==> src/rtl/seq_param_dec_pipe.sv <==
// seq_param_dec_pipe
//
// Registered, flow-controlled binary-to-vector decoder. Each accepted
// transaction {in_, mode} is decoded at enqueue time into a one-hot
// (mode 0) or thermometer (mode 1) vector of width nbits. An index at or
// above nbits yields an all-zero vector with err set. Results wait in a
// 2-entry FIFO until the consumer takes them.
//
// Ports:
//   clk      in   clock, rising edge
//   reset    in   synchronous, active-high reset
//   in_val   in   input transaction valid
//   in_rdy   out  block can accept a transaction this cycle
//   in_      in   binary index, $clog2(nbits) bits
//   mode     in   0 = one-hot, 1 = thermometer
//   out_val  out  head entry valid
//   out_rdy  in   consumer takes the head entry this cycle
//   out      out  decoded vector of the head entry (0 when empty)
//   err      out  head entry had an out-of-range index (0 when empty)
//   err_cnt  out  saturating count of accepted out-of-range transactions

module seq_param_dec_pipe #(
    parameter int unsigned nbits = 8,
    localparam int unsigned IdxW = $clog2(nbits)
) (
    input  logic              clk,
    input  logic              reset,
    input  logic              in_val,
    output logic              in_rdy,
    input  logic [IdxW-1:0]   in_,
    input  logic              mode,
    output logic              out_val,
    input  logic              out_rdy,
    output logic [nbits-1:0]  out,
    output logic              err,
    output logic [7:0]        err_cnt
);

    // One extra bit so nbits itself is representable for the range check.
    localparam int unsigned CmpW = IdxW + 1;
    localparam logic [CmpW-1:0] NbitsW = CmpW'(nbits);

    // Queue entries are {err, vector}.
    logic [nbits:0]   head_q, head_d;
    logic [nbits:0]   tail_q, tail_d;
    logic [1:0]       count_q, count_d;
    logic [7:0]       err_cnt_q, err_cnt_d;

    logic             idx_ok;
    logic [nbits-1:0] dec_vec;
    logic [nbits:0]   dec_entry;
    logic             enq;
    logic             deq;

    // Decode the incoming index.
    always_comb begin
        idx_ok  = {1'b0, in_} < NbitsW;
        dec_vec = '0;
        for (int unsigned i = 0; i < nbits; i++) begin
            if (mode) begin
                dec_vec[i] = CmpW'(i) <= {1'b0, in_};
            end else begin
                dec_vec[i] = CmpW'(i) == {1'b0, in_};
            end
        end
        // Out-of-range: no partial write, just the error flag.
        dec_entry = idx_ok ? {1'b0, dec_vec} : {1'b1, {nbits{1'b0}}};
    end

    // Handshakes. in_rdy depends only on registered state and reset.
    always_comb begin
        in_rdy  = (count_q < 2'd2) && !reset;
        out_val = count_q != 2'd0;
        enq     = in_val && in_rdy;
        deq     = out_val && out_rdy;
    end

    // Head is always slot 0; a dequeue shifts the tail forward.
    always_comb begin
        head_d    = head_q;
        tail_d    = tail_q;
        count_d   = count_q;
        err_cnt_d = err_cnt_q;

        if (enq && deq) begin
            // Only reachable at count 1: the new entry becomes head.
            head_d = dec_entry;
        end else if (deq) begin
            head_d  = tail_q;
            count_d = count_q - 2'd1;
        end else if (enq) begin
            if (count_q == 2'd0) begin
                head_d = dec_entry;
            end else begin
                tail_d = dec_entry;
            end
            count_d = count_q + 2'd1;
        end

        if (enq && !idx_ok && (err_cnt_q != 8'hff)) begin
            err_cnt_d = err_cnt_q + 8'd1;
        end
    end

    always_ff @(posedge clk) begin
        if (reset) begin
            head_q    <= '0;
            tail_q    <= '0;
            count_q   <= 2'd0;
            err_cnt_q <= 8'd0;
        end else begin
            head_q    <= head_d;
            tail_q    <= tail_d;
            count_q   <= count_d;
            err_cnt_q <= err_cnt_d;
        end
    end

    // Stale head contents are masked while the queue is empty.
    always_comb begin
        out     = out_val ? head_q[nbits-1:0] : '0;
        err     = out_val ? head_q[nbits] : 1'b0;
        err_cnt = err_cnt_q;
    end

endmodule

==> config.mk <==
export PLATFORM = sky130hd
export DESIGN_NAME = seq_param_dec_pipe
export DESIGN_NICKNAME = d
export VERILOG_FILES = /design/src/rtl/seq_param_dec_pipe.sv
export SDC_FILE = /design/constraint.sdc
export NUM_CORES = 1
export LEC_CHECK = 0
export CAP_MARGIN = 20
export CORE_MARGIN = 5
export CORE_UTILIZATION = 35
export DETAILED_ROUTE_END_ITERATION = 7
export PLACE_DENSITY = 0.63
export SYNTH_ARGS = -nofsm -noshare
export SYNTH_HDL_FRONTEND = slang
export SYNTH_SLANG_ARGS = --single-unit
==> constraint.sdc <==
create_clock -name clk -period 1.6 [get_ports clk]
set_input_delay 0.32 -clock clk [delete_from_list [all_inputs] [get_ports clk]]
set_output_delay 0.32 -clock clk [all_outputs]
set_load 0.1 [all_outputs]
=== Word level (Yosys, flattened, before mapping) ===
Index checks and enable logic that the tools add are counted.

* Add/sub/neg operators: 2
* Order comparisons: 8
* Eq/ne operators: 7
* Multiplexer cells: 16
* Bitwise logic cells: 3
* Reduce and logical (&&, ||, !) cells: 17

{| class="wikitable"
|+ Operators by type and width
! operator !! number
|-
| 2-to-1 mux 9 bit || 3
|-
| 2-to-1 mux 8 bit || 2
|-
| equality test 3 bit (first input constant) || 4
|-
| less-or-equal comparator 3 bit (first input constant) || 4
|-
| 2-to-1 mux 1 bit || 9
|-
| equality test 2 x 3 -> 1 bit (first input constant) || 2
|-
| less-or-equal comparator 2 x 3 -> 1 bit (first input constant) || 2
|-
| AND reduction 2 bit || 3
|-
| nonzero test 2 bit || 3
|-
| nonzero test 3 bit || 2
|-
| logical AND 1 bit || 4
|-
| 2-to-1 mux 2 bit || 2
|-
| AND reduction 4 bit || 1
|-
| equality test 1 x 3 -> 1 bit (first input constant) || 1
|-
| less-or-equal comparator 1 x 3 -> 1 bit (first input constant) || 1
|-
| logical NOT 3 bit || 1
|-
| inverter 1 bit || 3
|-
| adder 2 x 1 -> 2 bit (second input constant) || 1
|-
| logical NOT 2 bit || 1
|-
| less-than comparator 2 bit (second input constant) || 1
|-
| OR reduction 2 bit || 1
|-
| subtractor 2 x 1 -> 2 bit (second input constant) || 1
|-
| logical NOT 1 bit || 1
|}

* Register bits after elaboration: 19
* Input port bits: 8
* Output and inout bits: 19
* Word-level logic and storage cells: 57

=== Longest topological paths before layout ===
Gate-level depths: netlist (run 1).

* Depth after elaboration: 6
* Mapped depth: 8
* Depth with buffers taken out: 6

=== Least setup slack after synthesis (run 1) ===
OpenSTA, ideal clock, no wires.

* Path type: input-to-reg
* Start point: input reset
* End point: register head_q[0]
* Setup time: 0.132 ns
* Arrival: 2.820 ns
* Required time: 1.468 ns
* Path slack: -1.352 ns
* Stages: 7
* Buffers on the path: 1
* Cells stage by stage: clkbuf_8 nor2_1 and2_1 ha_1 nor2_4 o311ai_0 a21oi_1

* Cells in the longest elaborated chain, start to end: 6

{| class="wikitable"
|+ RTL lines
! item !! RTL line !! RTL
|-
| from (decl) || 27 || <nowiki>input logic reset,</nowiki>
|-
| logical NOT 1 bit * || 72 || <nowiki>in_rdy = (count_q < 2'd2) && !reset;</nowiki>
|-
| logical AND 1 bit * || 72 ||
|-
| named net in_rdy || 29 || <nowiki>output logic in_rdy,</nowiki>
|-
| logical AND 1 bit * || 74 || <nowiki>enq = in_val && in_rdy;</nowiki>
|-
| logical AND 1 bit || 85 || <nowiki>if (enq && deq) begin</nowiki>
|-
| nonzero test 3 bit (no source line) || - ||
|-
| AND reduction 2 bit (no source line) || - ||
|-
| to (signal assigned) || 107 || <nowiki>head_q <= '0;</nowiki>
|-
| to (signal assigned) || 112 || <nowiki>head_q <= head_d;</nowiki>
|-
| to (decl) || 44 || <nowiki>logic [nbits:0] head_q, head_d;</nowiki>
|}

The timed path passes the listed nets; every way through them passes the cells marked *.
A chain may end at the register's enable or synchronous reset.

=== Worst setup path after layout (run 1) ===
* Start point: register count_q[0]
* End point: output out[3]

* Cells in the longest elaborated chain, start to end: 2

{| class="wikitable"
|+ RTL lines
! item !! RTL line !! RTL
|-
| from (decl) || 46 || <nowiki>logic [1:0] count_q, count_d;</nowiki>
|-
| from (signal assigned) || 114 || <nowiki>count_q <= count_d;</nowiki>
|-
| nonzero test 2 bit || 73 || <nowiki>out_val = count_q != 2'd0;</nowiki>
|-
| 2-to-1 mux 8 bit || 121 || <nowiki>out = out_val ? head_q[nbits-1:0] : '0;</nowiki>
|-
| to (decl) || 34 || <nowiki>output logic [nbits-1:0] out,</nowiki>
|}

Every way passes these cells.

==> results of run 1 <==
==> how the worst min path moves through the flow <==
stage          cells after the start   endpoint       from  slack, ps
2_1_floorplan                      2  head_q[1]  head_q[1]        430
3_3_place_gp                       2  head_q[3]  head_q[3]        450
3_5_place_dp                       2  head_q[1]  head_q[1]        450
4_1_cts                            2  head_q[0]  head_q[0]        470
5_1_grt                            2  head_q[1]  head_q[1]        500
6_report                           2  head_q[1]  head_q[1]        470
==> routing by layer <==
| layer | global-route usage, % | vias to the layer above | wire length, um |
|---|---|---|---|
| met5 | 0 | - | 0 |
| li1 | - | 500 | - |
| met2 | 22.43 | 28 | 1430 |
| met4 | 7.868 | 0 | 34 |
| met3 | 2.721 | 6 | 131 |
| met1 | 15.46 | 471 | 1202 |
==> where the power goes <==
part           total, mW  switching [mW]  internal (mW)
clock network      0.284           0.146          0.139
logic               1.10           0.628          0.476
registers          0.542          0.0358          0.506
total               1.93           0.809           1.12
==> cell families (layout without fill, tap and decap cells) <==
group / after synthesis / count (layout) / share of synthesized area (%)
AOI/OAI and AO/OA: 26 / 26 / 20.34
xor gates and xnor gates: 1 / 1 / 0.7911
adders and majority gates: 2 / 2 / 2.260
buffers and inverters: 21 / 56 / 12.54
DFF: 18 / 18 / 32.54
muxes: 11 / 11 / 10.06
other: 1 / 9 / 0.3387
and+or+nand+nor: 45 / 45 / 21.13
==> cell usage in the layout (no fill, tap or decap), types with 2 or more instances in the layout <==
cell type / netlist / final
a211oi_2: 4 / 4
a21oi_1: 7 / 7
and2b_4: 0 / 3
buf_12: 0 / 10
buf_4: 10 / 21
buf_6: 1 / 10
clkbuf_4: 0 / 3
clkdlybuf4s50_1: 0 / 6
conb_1: 1 / 9
dfxtp_1: 18 / 16
ha_4: 0 / 2
inv_1: 3 / 2
mux2i_1: 10 / 10
nand2_1: 7 / 7
nor2_1: 18 / 16
nor2_4: 1 / 3
nor2b_4: 0 / 5
nor3_1: 2 / 2
o211ai_1: 2 / 2
or3_4: 0 / 2
==> area by class of cell <==
class | instances | area share (%)
clock buffers | 4 | 2.029
inverters | 4 | 1.190
multi-input cells | 94 | 43.11
flip-flops and latches | 18 | 20.43
well taps | 44 | 3.079
repair buffers | 48 | 30.16
==> through the flow <==
stage / TNS (ps) / total power, mW / hold slack [ps]
after global placement: -7561 / 1.435 / 450.7
after detailed placement: -8028 / 1.452 / 453.2
after floorplan: -6521 / 1.220 / 434.4
final: -536.5 / 1.930 / 470.9
after global routing: -1944 / 2.017 / 496.6
after CTS: -286.7 / 1.849 / 468.7
==> critical path: stages (launching register included) <==
cell and delay (ps):
dfxtp_4 370, nor2_4 180, buf_6 140, and2b_4 190, buf_12 160
==> state kept, by name, indices dropped and copies added (netlist names) <==
signal / cells
head_q: 8
count_q: 2
tail_q: 8
==> timing repair <==
item | CTS | global route
buffers inserted | 6 | 5
resized for setup | 18 | 8
endpoints found under the setup margin | 25 | 23
hold buffers | 0 | 0
gates cloned | 0 | 1
pin swaps | 7 | 11
==> results.md, run 1 <==
- Status: finished with violations
- Failing checks: setup timing
- Clock slew at reported path FFs: 110 ps
- Routed Antenna Nets: 0
- Final hold violations: 0
- Fin area: 1788 um^2
- CP arrival: 1340 ps
- Initial antenna violation count: 0
- Clock skew: 4.356 ps
- R2r setup slk: -50 ps
- I/O Buffers: 17
- Initial core utilization: 36.27%
- Top_reg_cell synth: dfxtp_1
- Cell area after synthesis: 1107 um^2
- Setup crit start: count_q[0]
- Final worst setup slack: -64.65 ps
- Tcrit/Tclk final: 104.0%
- Slew Viols, Final: 0
- H-tree depth: 1
- Worst endpoint required time: 1280 ps
- Critical path capture point: out[3]
- Max-Cap Viols: 0
- Worst r2r path cells: 8
- Critical Path Sink Type: output pin
- Setup slack after placement: -433.1 ps
- Fillers: 272
- Critical Path Fanout Max: 5
- Vias per cell: 4.741
- R2r endpoint: tail_q[5]
- Area delta synth->final: 61.47%
- Post-Layout Cell Count: 212
- Syn. warnings: 0
- DRC Markers: 0
- Core Footprint: 3053 um^2
- GRT Overall Usage: 13.36%
- Num rows: 20
- Largest net degree at the start of global routing: 19
- DR iter-0 viols: 19
- First-pass GRT wire length: 4533 um
- CTS buffer count: 3
- Pre-Repair DR Iteration Count: 4
- Rel. slew slack: 65.89%
- Die height: 66.25 um
- Final setup vio count: 17
- Final core utilization: 58.57%
- Worst-Skew Late Latency: 290 ps
- CTS tree: done
- Grt ovf: 0
- FF+latch area: 365.4 um^2
- Yosys top cell area share: 32.54%
- #FFs+latches synth: 18
- Vias in the first global route: 1012
- WL/cell: 13.20 um
- Async SR Flop Fraction: 0%
- Worst setup SP type: flip-flop
- Unrepaired setup endpoints after global routing: true
- Vias: 1005
- Pleak: 0.6930 nW
- Max Freq: 600.7 MHz
- Clock Sinks: 18
- Setup Crit Path Kind: reg2out
- Placed Instances: 196
- Most frequent cells after synthesis: dfxtp_1 (18), nor2_1 (18), buf_4 (10), mux2i_1 (10)
- Area contributors post-synth: dfxtp_1 (33%), mux2i_1 (9.0%), buf_4 (6.8%)
- Post-synthesis sequential area ratio: 32.54%
- Die width: 66.25 um
- Clock period minus worst slack: 1665 ps
- Post-synth EDFFs: 0
- Distinct cell type count after synthesis: 39
- Peak supply drop: 0.0006374 V
- Final WL: 2798 um
- Clock tree root buffer cell: clkbuf_4
- Cells after Synth: 125
- Post-detail-place hpwl: 1840 um
- I/O pin total: 27
- Yosys top cell by area: dfxtp_1
- GP Congestion: 0.8649
- R2r startpoint: count_q[1]
- Placed instance area: 1568 um^2
- Fraction of layout cells with a size suffix above 1: 46.43%
- Worst-Margin Slew: 507.7 ps
- Area of the multi-input gates: 770.7 um^2
- Deepest clock path buffer count: 2
- Avg Cell Area, Syn: 8.858 um^2
- Die area: 4388 um^2
- Inserted Diodes: 0
- PD cells: 1080 nW/um^2
- Hold WC Path Type: reg2reg
- Fin nets: 179
Power figures use the tool's default switching activity.
==> run 2, diff against run 1 <==
--- a/config.mk
+++ b/config.mk
@@ -6,9 +6,9 @@
 export NUM_CORES = 1
 export LEC_CHECK = 0
 export CAP_MARGIN = 20
-export CORE_MARGIN = 5
 export CORE_UTILIZATION = 35
 export DETAILED_ROUTE_END_ITERATION = 7
+export GPL_TIMING_DRIVEN = 0
 export PLACE_DENSITY = 0.63
 export SYNTH_ARGS = -nofsm -noshare
 export SYNTH_HDL_FRONTEND = slang
==> results.md, run 2 (synthesis results as in run 1) <==
- Status: finished with violations
- Failing checks: setup timing
- Hold_buf cts: 0
- Initial antenna violation count: 0
- Worst hold slack: 228.3 ps
- GP Congestion: 0.7538
- H-tree depth: 1
- Vias in the first global route: 906
- DR iter-0 viols: 34
- Final core utilization: 56.69%
- GRT Overall Usage: 15.66%
- Post-detail-place hpwl: 1668 um
- Fraction of layout cells with a size suffix above 1: 46.95%
- Final setup vio count: 18
- Post-Route Setup TNS: -1060 ps
- I/O pin total: 27
- Setup Crit Path Kind: reg2reg
- Vias: 1002
- Placed Instances: 191
- Hold WC Path Type: in2reg
- Worst Hold End: head_q[7]
- Worst endpoint required time: 1790 ps
- Unrepaired setup endpoints after global routing: true
- Num rows: 20
- DRC Markers: 0
- Clock period minus worst slack: 1689 ps
- Inserted Diodes: 0
- Area delta synth->final: 55.03%
- Tcrit/Tclk final: 105.6%
- Max incr delay on CP: 410 ps
- Clock tree root buffer cell: clkbuf_4
- Fillers: 257
- Max Freq: 592.0 MHz
- Commonest non-fill, non-tap cell in the layout: buf_4
- PD cells: 1068 nW/um^2
- CTS tree: done
- Core Footprint: 3028 um^2
- Deepest clock path buffer count: 2
- Die area: 3392 um^2
- R2r setup slk: -90 ps
- R2r endpoint: head_q[0]
- Clock Sinks: 18
- Comb power frac: 54.2%
- Die height: 58.25 um
- CP max stage cell: dfxtp_4
- Slew Viols, Final: 0
- Worst setup SP type: flip-flop
- Setup crit start: count_q[1]
- Initial core utilization: 36.57%
- P_int: 1.052 mW
- Pre-Repair DR Iteration Count: 4
- WL/cell: 12.47 um
- Post-Layout Cell Count: 208
- Crit-path cells: buf_6, nor2_4, and2_4, ha_4, buf_4, or3_4, o311ai_2, a21oi_1
- WHS Path Cells: 2
- R2r startpoint: count_q[1]
- Most frequent cells in the layout: buf_4 (19), nor2_1 (16), dfxtp_1 (16)
- I/O Buffers: 14
- Clock slew at reported path FFs: 110 ps
- P_sw: 0.7814 mW
- Pwr Total: 1.834 mW
- Hold wc startpoint: reset
- Pleak: 0.6742 nW
- Peak supply drop: 0.0004285 V
- Routed Antenna Nets: 0
- CTS buffer count: 3
- Grt ovf: 0
- Largest net degree at the start of global routing: 11
- Clock power share: 15.8%
- Critical Path Fanout Max: 6
- Worst-Skew Late Latency: 310 ps
- Sw Share: 42.61%
- Critical Path Sink Type: flip-flop
- Worst r2r path cells: 8
- Final hold violations: 0
- Vias per cell: 4.817
- Clock skew: 11.43 ps
- Final worst setup slack: -89.32 ps
- First-pass GRT wire length: 4008 um
- Reg power frac: 30.0%
- CP arrival: 1870 ps
- Final WL: 2594 um
- Fin nets: 175
- Die width: 58.25 um
- Max-Cap Viols: 0
- Biggest registers after layout: head_q (8), tail_q (8), count_q (2)
==> run 2: cell types whose count changed in the layout (fill, tap and decap cells not counted), moves of 2 or more <==
| cell | change |
|---|---|
| buf_4 | -2 |
| buf_2 | +2 |
| buf_12 | -3 |
| clkdlybuf4s50_1 | -4 |
| mux2i_1 | -2 |
| buf_6 | -4 |
| buf_8 | +3 |
| mux2i_2 | +2 |
| clkbuf_1 | +2 |
==> run 2: how the worst max path moves through the flow <==
stage / to / slack, ps
after floorplan: tail_q[1] / -460
after global placement: out[3] / -970
after detailed placement: out[5] / -1000
after CTS: out[5] / -100
after global routing: tail_q[6] / -160
final: head_q[0] / -90
==> run 2: stage by stage <==
| stage | instance area (um^2) | worst slack [ps] |
|---|---|---|
| detailed placement | 1431 | -1001 |
| finish | 1717 | -89.32 |
| global route | 1717 | -159.0 |
| CTS | 1653 | -97.03 |
| global placement | 1431 | -973.5 |
| floorplan | 1236 | -459.7 |
==> run 2: power groups by stage <==
stage	combinational (mW)	sequential (mW)	clock (mW)
2_1_floorplan	0.677	0.543	0
3_3_place_gp	0.786	0.548	0
3_5_place_dp	0.796	0.553	0
4_1_cts	0.938	0.550	0.288
5_1_grt	1.04	0.560	0.319
6_report	0.994	0.550	0.290
==> run 2: critical path: cells and delay by family (launching register included) <==
kind | cells | cell delay, ps
AOI/OAI and AO/OA | 2 | 180
adders and majority gates | 1 | 190
buffers and inverters | 2 | 260
DFF | 1 | 410
and+or+nand+nor | 3 | 540
==> run 2: repair_timing <==
item                                    4_1_cts  5_1_grt
gates cloned                                  2        0
pin swaps                                     6        7
endpoints found under the hold margin         0        0
resized for setup                           100       10
endpoints found under the setup margin       26       24
buffers inserted                              7        4
==> run 2: layout make-up <==
class	instances	area (um^2)	share of cell area, %
plain buffers	17	147.6	8.601
clock buffers	4	36.28	2.114
inverters	4	21.27	1.239
multi-input cells	94	760.7	44.31
flip-flops and latches	18	367.9	21.43
well taps	44	55.05	3.207
repair buffers	27	327.8	19.10
==> run 2: per-layer routing <==
metal,vias to the layer above,GRT usage [%],routed length [um]
met5,-,0,0
met4,0,8.503,67
met3,8,2.009,113
met2,38,25.94,1278
met1,462,19.67,1135
li1,494,-,-
